===== src/rtl/muldiv_unit.sv =====
// Iterative 32-bit multiply (MUL/MULHU) and restoring divide (DIVU/REMU).
// The divide datapath exists only when MULDIV_DIV_EN is defined; otherwise op 1x returns err.
module muldiv_unit #(
    parameter int unsigned RD_W = 4
) (
    input  logic            clk,
    input  logic            reset,
    input  logic            start,
    input  logic [1:0]      op,
    input  logic [31:0]     rs1_data,
    input  logic [31:0]     rs2_data,
    input  logic [RD_W-1:0] rd_in,
    output logic            busy,
    output logic            done,
    output logic [31:0]     result,
    output logic [RD_W-1:0] rd_out,
    output logic            we,
    output logic            err
);

    typedef enum logic [1:0] {
        IDLE = 2'd0,
        MUL  = 2'd1,
`ifdef MULDIV_DIV_EN
        DIV  = 2'd2,
`endif
        DONE = 2'd3
    } state_t;

    state_t          state_q, state_d;
    logic [5:0]      cnt_q, cnt_d;
    logic [63:0]     acc_q, acc_d;
    logic [31:0]     opnd_q, opnd_d;
    logic            hi_sel_q, hi_sel_d;
    logic [RD_W-1:0] rd_q, rd_d;
    logic            busy_q, busy_d;
    logic            done_q, done_d;
    logic [31:0]     result_q, result_d;
    logic [RD_W-1:0] rd_out_q, rd_out_d;
    logic            we_q, we_d;
    logic            err_q, err_d;

    logic [32:0]     mul_sum;
    logic [63:0]     mul_step;
    logic            last_iter;

    // Shift-add: acc = {partial product, remaining multiplier bits}.
    always_comb begin
        mul_sum  = {1'b0, acc_q[63:32]} + (acc_q[0] ? {1'b0, opnd_q} : 33'd0);
        mul_step = {mul_sum, acc_q[31:1]};
    end

`ifdef MULDIV_DIV_EN
    logic [32:0] div_trial;
    logic [63:0] div_step;

    // Restoring divide: acc = {remainder, dividend/quotient}; quotient bits shift in at bit 0.
    always_comb begin
        div_trial = acc_q[63:31] - {1'b0, opnd_q};
        div_step  = div_trial[32] ? {acc_q[62:0], 1'b0}
                                  : {div_trial[31:0], acc_q[30:0], 1'b1};
    end
`endif

    assign last_iter = (cnt_q == 6'd31);

    always_comb begin
        state_d  = state_q;
        cnt_d    = cnt_q;
        acc_d    = acc_q;
        opnd_d   = opnd_q;
        hi_sel_d = hi_sel_q;
        rd_d     = rd_q;
        result_d = result_q;
        rd_out_d = rd_out_q;
        err_d    = err_q;

        case (state_q)
            IDLE: begin
                if (start) begin
                    hi_sel_d = op[0];
                    rd_d     = rd_in;
                    cnt_d    = '0;
                    if (!op[1]) begin
                        state_d = MUL;
                        acc_d   = {32'd0, rs2_data};
                        opnd_d  = rs1_data;
                    end else begin
`ifdef MULDIV_DIV_EN
                        acc_d  = {32'd0, rs1_data};
                        opnd_d = rs2_data;
                        if (rs2_data == '0) begin
                            state_d  = DONE;
                            result_d = op[0] ? rs1_data : '1;
                            rd_out_d = rd_in;
                            err_d    = 1'b0;
                        end else begin
                            state_d = DIV;
                        end
`else
                        state_d  = DONE;
                        result_d = '0;
                        rd_out_d = rd_in;
                        err_d    = 1'b1;
`endif
                    end
                end
            end
            MUL: begin
                acc_d = mul_step;
                cnt_d = cnt_q + 6'd1;
                if (last_iter) begin
                    state_d  = DONE;
                    result_d = hi_sel_q ? mul_step[63:32] : mul_step[31:0];
                    rd_out_d = rd_q;
                    err_d    = 1'b0;
                end
            end
`ifdef MULDIV_DIV_EN
            DIV: begin
                acc_d = div_step;
                cnt_d = cnt_q + 6'd1;
                if (last_iter) begin
                    state_d  = DONE;
                    result_d = hi_sel_q ? div_step[63:32] : div_step[31:0];
                    rd_out_d = rd_q;
                    err_d    = 1'b0;
                end
            end
`endif
            DONE:    state_d = IDLE;
            default: state_d = IDLE;
        endcase

        busy_d = (state_d != IDLE);
        done_d = (state_d == DONE);
        we_d   = (state_d == DONE) && (rd_out_d != '0) && !err_d;
    end

    always_ff @(posedge clk or negedge reset) begin
        if (!reset) begin
            state_q  <= IDLE;
            cnt_q    <= '0;
            acc_q    <= '0;
            opnd_q   <= '0;
            hi_sel_q <= 1'b0;
            rd_q     <= '0;
            busy_q   <= 1'b0;
            done_q   <= 1'b0;
            result_q <= '0;
            rd_out_q <= '0;
            we_q     <= 1'b0;
            err_q    <= 1'b0;
        end else begin
            state_q  <= state_d;
            cnt_q    <= cnt_d;
            acc_q    <= acc_d;
            opnd_q   <= opnd_d;
            hi_sel_q <= hi_sel_d;
            rd_q     <= rd_d;
            busy_q   <= busy_d;
            done_q   <= done_d;
            result_q <= result_d;
            rd_out_q <= rd_out_d;
            we_q     <= we_d;
            err_q    <= err_d;
        end
    end

    assign busy   = busy_q;
    assign done   = done_q;
    assign result = result_q;
    assign rd_out = rd_out_q;
    assign we     = we_q;
    assign err    = err_q;

endmodule


===== config.mk =====
export PLATFORM = sky130hd
export DESIGN_NAME = muldiv_unit
export DESIGN_NICKNAME = d
export VERILOG_FILES = /design/src/rtl/muldiv_unit.sv
export SDC_FILE = /design/constraint.sdc
export NUM_CORES = 1
export LEC_CHECK = 0
export BUFFER_PORTS_ARGS = -buffer_cell sky130_fd_sc_hd__buf_2
export CORE_ASPECT_RATIO = 1.5
export CORE_UTILIZATION = 55
export CTS_BUF_LIST = sky130_fd_sc_hd__clkbuf_16
export CTS_CLUSTER_DIAMETER = 200
export DETAILED_ROUTE_END_ITERATION = 8
export PLACE_DENSITY = 0.77
export SLEW_MARGIN = 20
export SYNTH_ARGS = -nofsm -noshare
export SYNTH_HDL_FRONTEND = slang
export SYNTH_SLANG_ARGS = --single-unit

===== constraint.sdc =====
create_clock -name clk -period 3.1 [get_ports clk]
set_input_delay 0.31 -clock clk [delete_from_list [all_inputs] [get_ports clk]]
set_output_delay 0.31 -clock clk [all_outputs]
set_load 0.005 [all_outputs]

* Word level (Yosys, flattened, before mapping)
Index checks and enable logic that the tools add are counted.
Storage, ports and cells: register bits 149
Cells by class: $add $sub $neg 2, equality and inequality tests 7, mux-type cells 23, bitwise gates (word level) 1, reductions and logical operators 12
Operators by type and width (number):
- 2-to-1 mux 32 bit | 5
- 2-to-1 mux 64 bit | 2
- one-hot mux 64 bit (2 select lines) | 1
- one-hot mux 32 bit (2 select lines) | 1
- adder 32 x 32 -> 33 bit | 1
- 2-to-1 mux 4 bit | 3
- one-hot mux 6 bit (2 select lines) | 1
- != test 2 bit, second input constant | 4
- one-hot mux 4 bit (2 select lines) | 1
- adder 6 x 1 -> 6 bit, second input constant | 1
- equality test 6 x 5 -> 1 bit, second input constant | 1
- 2-to-1 mux 2 bit | 3
- 2-to-1 mux 6 bit | 1
- AND reduction 3 bit | 2
- one-hot mux 2 bit (2 select lines) | 1
- AND reduction 2 bit | 2
- AND reduction 4 bit | 1
- nonzero test 2 bit | 2
- nonzero test 4 bit | 1
- 2-to-1 mux 1 bit | 3
- equality test 2 x 1 -> 1 bit, second input constant | 1
- equality test 2 bit, second input constant | 1
- logical AND 1 bit | 2
- zero test 2 bit | 1
- 3 further kinds | 3

* Depth between registers and ports, before layout
Gate-level depths: netlist (run 1).
depth after elaboration 6, depth in mapped cells 12

* Worst setup path after synthesis (run 1)
OpenSTA, ideal clock, no wires.
path kind reg-to-reg, start register acc_q[0], end register result_q[23], in the netlist result[23], data arrival time 2.769 ns, data required time 3.028 ns, path slack 0.259 ns, cell stages (with the launch flop) 13, clock period less this slack 2.841 ns, path through dfrtp_1 -> clkbuf_1 -> and2_1 -> ha_1 -> buf_6 -> a21o_1 -> a21o_1 -> a221o_1 -> o2111a_2 -> o31ai_2 -> a21boi_1 -> o311a_1 -> nor2_1
Between the ends: word-level cells in the longest chain between the ends 5
RTL lines:
- start: declaration | RTL line 32 | logic [63:0] acc_q, acc_d;
- start signal: assignment | RTL line 144 | acc_q <= '0;
- start signal: assignment | RTL line 157 | acc_q <= acc_d;
- 2-to-1 mux 32 bit | RTL line 49 | mul_sum = {1'b0, acc_q[63:32]} + (acc_q[0] ? {1'b0, opnd_q} : 33'd0);
- adder 32 x 32 -> 33 bit | RTL line 49
- 2-to-1 mux 32 bit | RTL line 114 | result_d = hi_sel_q ? mul_step[63:32] : mul_step[31:0];
- 2-to-1 mux 32 bit | RTL line 112 | if (last_iter) begin
- one-hot mux 32 bit (2 select lines) | RTL line 78 | case (state_q)
- end signal: assignment | RTL line 163 | result_q <= result_d;
- end: declaration | RTL line 38 | logic [31:0] result_q, result_d;
No other way between the ends. The select of a mux whose other input is x is not followed. A chain may end at the register's enable or synchronous reset.

* Worst setup path after layout (run 1)
start register acc_q[0], end register result_q[28], in the netlist result[28]
The elaborated chain is that of the path after synthesis.

==> results of run 1 <==
## flip-flops by register name (all words and copies together), names as in the netlist
name / cells
state_q: 2
opnd_q: 32
rd_q: 4
done: 1
rd_out: 4
hi_sel_q: 1
err: 1
busy: 1
we: 1
result: 32
acc_q: 64
cnt_q: 6
## where the power goes
part           internal (mW)  leakage (nW)  switching, mW  total, mW
clock network           1.06         0.273          0.922       1.98
logic                   2.28          2.78           2.76       5.04
registers               2.88          1.82          0.664       3.54
total                   6.22          4.88           4.35       10.6
## layer usage
metal | track usage [%] | vias to the layer above | part of all wire, %
li1 | - | 3172 | -
met1 | 33.2 | 3325 | 40
met2 | 52.2 | 207 | 53
met3 | 4.43 | 49 | 3.8
met4 | 11.9 | 0 | 3.1
met5 | 0 | - | 0
## layout make-up
type | count | area (um^2) | share of cell area [%]
inverter | 17 | 63.8 | 0.648
timing repair buffer | 140 | 817 | 8.30
multi-input combinational | 602 | 4430 | 45.0
clock inverter | 15 | 140 | 1.42
tap | 196 | 245 | 2.49
sequential | 149 | 3730 | 37.9
clock buffer | 17 | 425 | 4.32
## final timing paths
check	start	end	slack, ps	depth (start not counted)
max	acc_q[0]	result[28]	140	13
min	rd_in[2]	rd_q[2]	90	3
max reg2reg	acc_q[0]	result[28]	140	13
min reg2reg	rd_q[2]	rd_q[2]	480	2
max in group asynchronous	reset	opnd_q[5]	1920	3
min in group asynchronous	reset	opnd_q[10]	420	2
## placed cells by master (no fill, tap or decap), drive strengths merged, types with 14 or more instances in the layout
| master | Yosys | layout |
|---|---|---|
| dfrtp | 149 | 149 |
| buf | 12 | 139 |
| nand2 | 91 | 91 |
| o21ai | 74 | 74 |
| mux2i | 52 | 52 |
| a21oi | 42 | 42 |
| and2 | 34 | 34 |
| nand3 | 34 | 34 |
| ha | 33 | 33 |
| mux2 | 32 | 32 |
| inv | 17 | 26 |
| nor2 | 24 | 24 |
| a22o | 23 | 23 |
| a21o | 23 | 23 |
| clkbuf | 37 | 17 |
| xor2 | 14 | 14 |
## critical path, delay by kind of cell, from the launching register on
family                     cells  cell delay (ps)
AOI/OAI and AO/OA              6             1380
DFF                            1              420
buffers and inverters          3              410
and+or+nand+nor                3              340
adders and majority gates      1              290
## per-stage QoR
stage	hold slack, ps	util (%)	instance area [um^2]
2_1_floorplan	14.4	-	8170
3_3_place_gp	326	62.2	9030
3_5_place_dp	327	62.2	9030
4_1_cts	86.8	66.1	9610
5_1_grt	88.8	67.8	9850
6_report	94.6	67.8	9850
## timing repair
item,in CTS,in global routing
hold buffers,1,0
buffers inserted,0,2
resized for setup,0,37
hold endpoints to repair,57,0
setup endpoints to repair,0,21
## cells by family (layout without fill, tap and decap cells)
family	count (synthesis)	count (layout)
XOR/XNOR	26	26
flip-flops	149	149
AND/OR/NAND/NOR	235	235
adder cells (fa/ha/maj)	34	34
multiplexers	84	84
AO/OA/AOI/OAI	223	223
buffers and inverters	66	189
==> flow_summary.yaml, run 1 <==
outcome:
  outcome: "complete, no violations"
clock_tree:
  cts_tree: "yes"
  clockBufferDepth: 2
  clk_latency_ps: 430
  clock_sinks: 149
  cts-htree-levels: 4
  root_buffer: "clkbuf_16"
  cts_buffers: 17
  path_clk_slew_ps: 70
yosys:
  syn_avg_cell_area_um2: 10.0
  muxShareOfSynthArea_pct: 10.8
  synth-main-ff-cell: "dfrtp_1"
  ys_ff_latch: 149
  yosysSeqAreaShare_pct: 45.7
  synth_compound_area_share_pct: 18.0
  netlist_area_um2: 8170
  synth-edff-count: 0
  syn_nets: 924
  yosysMostFrequentCell: "dfrtp_1"
  synth_top_area_cell: "dfrtp_1"
  syn_inst: 817
  yosysWarnings: 0
  synth-adder-area-share_pct: 5.30
  synth_xor_area_share_pct: 2.79
  yosysTopAreaCellShare_pct: 45.7
  synthArstFlopShare_pct: 100
  synth_cell_types: 59
  synth_common_cells: "dfrtp_1 (149), nand2_1 (91), o21ai_0 (68)"
  ys_top_cells_by_area: "dfrtp_1 (46%), mux2i_1 (6.4%), ha_1 (5.1%)"
  synth_top_family_by_area: "compound AO/OA/AOI/OAI gates"
  synth-simple-area-share_pct: 14.3
global_route:
  grt_pass1_wl_mm: 33.3
  overflow: 0
  grt_start_max_net_pins: 61
  grt_pass1_vias: 6649
  grt_usage_pct: 28.7
  antenna_found_initial: 0
sta:
  timing.setup.tns_ps: 0
  tightest_slew_ps: 869
  rsz0062_at_grt: "true"
  clock.fmax_mhz: 338
  finalCritPeriodShare_pct: 95.5
  setup_viol: 0
  clock_skew_ps: 10.2
  slew_headroom_pct: 42.1
  period_needed_ps: 2960
  setup_ws_ps: 139
  slew_viol_final: 0
  hold_viol_final: 0
final_layout:
  nets: 1034
  final_layout_size_suffix_gt1_share_pct: 26.2
  diodes: 0
  area_growth_pct: 20.6
  finalNonFillerCells: 1136
  fillers: 1193
die:
  die-area_um2: 15400
  start_util_pct: 56.2
  placementRows: 54
  ios: 113
  fp.dieW_um: 101
  fp.coreArea_um2: 14500
  die_h_um: 151
drt:
  viasPerCell: 5.94
  wire_per_inst_um: 18.7
  wl_mm: 21.3
  drcViolationCount: 0
  vias: 6753
  first_pass_iters: 5
  first_iter_violations: 351
  antenna_left: 0
power:
  ir_drop_mv: 0.579
  p_leak_nw: 4.88
  cellPowerDensity_nw_per_um2: 1070
  p_total_mw: 10.6
placed_design:
  place.gp.congestion: 0.910
  hpwl_mm: 15.2
  dp.cells: 1101
  dpl_worst_slack_ps: 64.8
  io_buffers: 112
critical_path:
  cp-end-kind: "register"
  crit_type: "reg -> reg"
  crit_arrival_ps: 3270
  required_ps: 3410
  cp_cell_sequence: "buf_12, nand2_1, inv_1, ha_1, a211oi_1, o211ai_1, a211oi_2, buf_4, a221oi_2, o21ai_1, nand4_1, a311oi_1, nor2_1"
  worstSetupStartpointType: "register"
  critical-path-max-stage-delay_ps: 420
  cp_max_fo: 31
  slowest_stage: "dfrtp_1"
min_path:
  hp-class: "in -> reg"
flow_run:
  max_cap_viol_count: 0
Note: power is estimated with default switching activity, not from simulation.
==> run 2: changes to the inputs <==
Settings changed: GPL_TIMING_DRIVEN from default to 0.
==> flow_summary.yaml, run 2 (synthesized netlist as in run 1, its figures left out) <==
outcome:
  outcome: "complete, but fails checks"
  violations: "setup timing"
critical_path:
  cpLargestDelayFamily: "compound AO/OA/AOI/OAI gates"
  r2r_cells: 12
  rr_endpoint: "result[25]"
  cp_max_fo: 6
  required_ps: 3470
  slowest_stage: "dfrtp_2"
  worstSetupStartpointType: "register"
  cp_cell_sequence: "and2_1, ha_2, inv_1, fa_2, nand2b_1, a21o_1, a21oi_2, o211ai_1, a311oi_2, nor2_2, or4_1, nand3_1"
  crit_arrival_ps: 3540
  timing.rr.start: "acc_q[0]"
  crit_type: "reg -> reg"
  critical-path-max-stage-delay_ps: 470
  path_buf_inv: 1
  cp-end-kind: "register"
  rrSetupSlack_ps: -70
die:
  fp.dieW_um: 101
  die-area_um2: 15400
  ios: 113
  die_h_um: 151
  placementRows: 54
  fp.coreArea_um2: 14500
  start_util_pct: 56.2
final_layout:
  fin_area_um2: 10100
  final_common_cell: "dfrtp_1"
  largest_reg_flops: 64
  final_layout_size_suffix_gt1_share_pct: 26.9
  final_util_pct: 69.7
  regArea_um2: 3730
  top_register: "acc_q"
  multi_input_area_um2: 4550
  nets: 1072
  fillers: 1127
  layout_common_cells: "dfrtp_1 (148), buf_2 (112), nand2_1 (89), o21ai_0 (65), mux2i_1 (51)"
  area_growth_pct: 24.1
  diodes: 0
min_path:
  holdPathStages: 3
  min_from: "op[0]"
  hold_path_end: "hi_sel_q"
  hp-class: "in -> reg"
placed_design:
  dpl_worst_slack_ps: -617
  hpwl_mm: 16.1
  post_dp_cell_area_um2: 9010
  io_buffers: 112
  place.gp.congestion: 0.915
drt:
  wl_mm: 22.6
  antenna_left: 0
  vias: 7067
  first_iter_violations: 416
  first_pass_iters: 7
  viasPerCell: 6.02
  drcViolationCount: 0
  wire_per_inst_um: 19.3
clock_tree:
  path_clk_slew_ps: 70
  clockBufferDepth: 2
  cts_tree: "yes"
  cts-htree-levels: 4
  root_buffer: "clkbuf_16"
  clock_sinks: 149
  cts_buffers: 17
  clk_latency_ps: 440
sta:
  clock_skew_ps: 15.4
  clock.fmax_mhz: 316
  tightest_slew_ps: 811
  slew_viol_final: 0
  setup_ws_ps: -68.8
  finalCritPeriodShare_pct: 102
  period_needed_ps: 3170
  rsz0062_at_grt: "true"
  whs_ps: 84.9
  setup_viol: 3
  slew_headroom_pct: 46.0
  hold_viol_final: 0
power:
  cellPowerDensity_nw_per_um2: 1080
  ir_drop_mv: 0.495
  p_total_mw: 11.0
  p_leak_nw: 4.95
global_route:
  grt_pass1_wl_mm: 34.9
  grt_usage_pct: 30.3
  overflow: 0
  grt_pass1_vias: 6883
  grt_start_max_net_pins: 82
  antenna_found_initial: 0
flow_run:
  max_cap_viol_count: 0
-- run 2: changes by cell type in the layout (fill, tap and decap cells not counted), moves of 4 or more --
cell,delta
buf_1,+7
buf_6,+5
and2_1,-4
clkbuf_1,+32
buf_4,-8
and2_4,+4
-- run 2: layout make-up --
cell class                      instances  area share [%]
Clock inverter                         15            1.52
Timing Repair Buffer                  131            7.31
Tap cell                              196            2.42
Sequential cell                       149            36.8
Inverter                               17           0.630
Clock buffer                           17            4.20
Buffer                                 47            2.24
Multi-Input combinational cell        602            44.9
-- run 2: how the worst max path moves through the flow --
| stage | start | to | cells after the start |
|---|---|---|---|
| 2_1_floorplan | acc_q[0] | result[23] | 12 |
| 3_3_place_gp | acc_q[0] | acc_q[58] | 12 |
| 3_5_place_dp | acc_q[0] | acc_q[58] | 12 |
| 4_1_cts | acc_q[0] | result[10] | 14 |
| 5_1_grt | acc_q[0] | result[25] | 12 |
| 6_report | acc_q[0] | result[25] | 12 |
-- run 2: power breakdown --
part	switching (mW)	total [mW]	internal (mW)
combinational	2.91	5.40	2.49
sequential	0.679	3.56	2.88
clock	0.957	2.03	1.07
total	4.55	11.0	6.44
-- run 2: per-stage QoR --
stage	cells	setup TNS (ps)
finish	1174	-98.4
CTS	1164	-204
global placement	1125	-77320
detailed placement	1126	-7530
floorplan	817	0
global route	1174	-520
-- run 2: repair_timing --
action | 4_1_cts | 5_1_grt
gates resized for setup | 31 | 55
pin swaps | 8 | 26
hold buffers | 1 | 0
hold endpoints to repair | 68 | 0
setup endpoints to repair | 36 | 24
setup buffers | 6 | 11
-- run 2: routing by layer --
layer	share of wire, %	track usage, %
met3	5.7	5.63
met5	0	0
met1	38	35.7
met4	3.6	14.5
met2	52	52.7
-- run 2: worst min-delay path, delay by kind of cell --
kind | cells | cell delay [ps]
buffers and inverters | 1 | 80
and+or+nand+nor | 1 | 40
AOI/OAI and AO/OA | 1 | 50
==> run 3: changes to the inputs <==
Settings changed: CORE_UTILIZATION 55 to 58, PLACE_DENSITY 0.77 to 0.88.
==> flow_summary.yaml, run 3 (synthesized netlist as in run 1, its figures left out) <==
outcome:
  outcome: "complete, but fails checks"
  violations: "setup timing"
die:
  fp.coreArea_um2: 13600
  start_util_pct: 60.1
  die-area_um2: 14600
  placementRows: 52
  die_h_um: 147
  fp.dieW_um: 98.9
  ios: 113
clock_tree:
  clockBufferDepth: 2
  cts-htree-levels: 4
  root_buffer: "clkbuf_16"
  clock_sinks: 149
  path_clk_slew_ps: 60
  clk_latency_ps: 430
  cts_tree: "yes"
  cts_buffers: 17
global_route:
  grt_pass1_wl_mm: 37.8
  antenna_found_initial: 0
  grt_usage_pct: 33.8
  grt_start_max_net_pins: 90
  grt_pass1_vias: 7569
  overflow: 0
critical_path:
  required_ps: 3460
  crit_type: "reg -> reg"
  cp_max_fo: 6
  cp-end-kind: "register"
  crit_arrival_ps: 3720
  worstSetupStartpointType: "register"
placed_design:
  io_buffers: 112
  place.gp.congestion: 0.953
  post_dp_cell_area_um2: 8970
  dpl_worst_slack_ps: -627
  hpwl_mm: 16.3
power:
  p_total_mw: 11.8
  ir_drop_mv: 0.612
  p_leak_nw: 5.07
  cellPowerDensity_nw_per_um2: 1140
sta:
  clock.fmax_mhz: 297
  clock_skew_ps: 8.68
  finalCritPeriodShare_pct: 109
  hold_viol_final: 0
  setup_ws_ps: -266
  setup_viol: 20
  slew_headroom_pct: 44.7
  tightest_slew_ps: 830
  period_needed_ps: 3370
  slew_viol_final: 0
  rsz0062_at_grt: "true"
final_layout:
  largest_reg_flops: 64
  fin_area_um2: 10400
  fillers: 807
  final_layout_size_suffix_gt1_share_pct: 29.4
  final_common_cell: "dfrtp_1"
  diodes: 0
  area_growth_pct: 27.1
  top_register: "acc_q"
  layout_common_cells: "dfrtp_1 (148), buf_2 (112), nand2_1 (89), o21ai_0 (65), mux2i_1 (52)"
  nets: 1084
drt:
  viasPerCell: 6.66
  vias: 7666
  drcViolationCount: 0
  wire_per_inst_um: 23.2
  first_iter_violations: 829
  wl_mm: 26.7
  first_pass_iters: 8
  antenna_left: 0
flow_run:
  max_cap_viol_count: 0
min_path:
  hp-class: "in -> reg"
==> run 3: cell types whose count changed in the layout (fill, tap and decap cells not counted), moves of 2 or more <==
cell       change
a311oi_1       -2
and2_1         -4
and2_4         +3
buf_4         +12
bufinv_16      +3
clkinv_4       +3
clkinv_8       -2
ha_1           -3
ha_4           +3
inv_6          -2
inv_8          -4
nand3_1        -3
nand3_2        +3
==> run 3: critical path, stage by stage (launching register included) <==
cell and delay, ps:
dfrtp_2 500, buf_6 170, and2_4 140, ha_4 280
o211ai_1 120, o211ai_1 580, a211oi_4 170, a221oi_4 300
nand2b_4 230, a41oi_4 150, or4_1 550, nand3_1 100
==> run 3: area by class of cell <==
type	count	area (um^2)	share of cell area (%)
buffer	46	219	2.11
clock inverter	14	176	1.70
timing repair buffer	144	850	8.19
clock buffer	17	425	4.10
multi-input combinational	602	4710	45.4
sequential	149	3730	35.9
tap	162	203	1.95
inverter	17	63.8	0.615
==> run 3: final timing paths <==
path	depth (start not counted)	slack, ps	start	end
min reg2reg	2	480	rd_q[3]	rd_q[3]
max in group asynchronous	3	1900	reset	acc_q[44]
max reg2reg	11	-270	acc_q[0]	result[30]
min in group asynchronous	2	450	reset	rd_q[3]
max	11	-270	acc_q[0]	result[30]
min	3	80	rd_in[3]	rd_q[3]
==> run 3: metal layers <==
| metal | vias to the layer above | global-route usage [%] | routed length (um) |
|---|---|---|---|
| li1 | 3269 | - | - |
| met1 | 3697 | 38.8 | 9220 |
| met2 | 531 | 57.2 | 13400 |
| met3 | 169 | 6.18 | 2100 |
| met4 | 0 | 22.5 | 1970 |
| met5 | - | 0 | 0 |
==> run 3: repair_timing <==
action | 4_1_cts | 5_1_grt
hold endpoints to repair | 88 | 0
cloned | 0 | 1
pin swaps | 12 | 35
setup buffers | 6 | 23
resized for setup | 40 | 72
setup endpoints to repair | 42 | 28
hold buffers | 1 | 0
==> run 3: stage by stage <==
| step | hold slack, ps | util [%] | TNS, ps | instances |
|---|---|---|---|---|
| 2_1_floorplan | 14.4 | - | 0 | 817 |
| 3_3_place_gp | 462 | 65.7 | -64500 | 1091 |
| 3_5_place_dp | 358 | 65.9 | -7890 | 1092 |
| 4_1_cts | 86.3 | 72.2 | -135 | 1129 |
| 5_1_grt | 106 | 76.3 | -3380 | 1151 |
| 6_report | 83.5 | 76.3 | -2160 | 1151 |
==> run 3: power breakdown <==
group / internal, mW / leakage, nW / switching, mW / total (mW)
Clock: 1.27 / 0.297 / 0.894 / 2.17
Combinational: 2.65 / 2.95 / 3.40 / 6.05
Sequential: 2.88 / 1.82 / 0.731 / 3.61
Total: 6.81 / 5.07 / 5.02 / 11.8
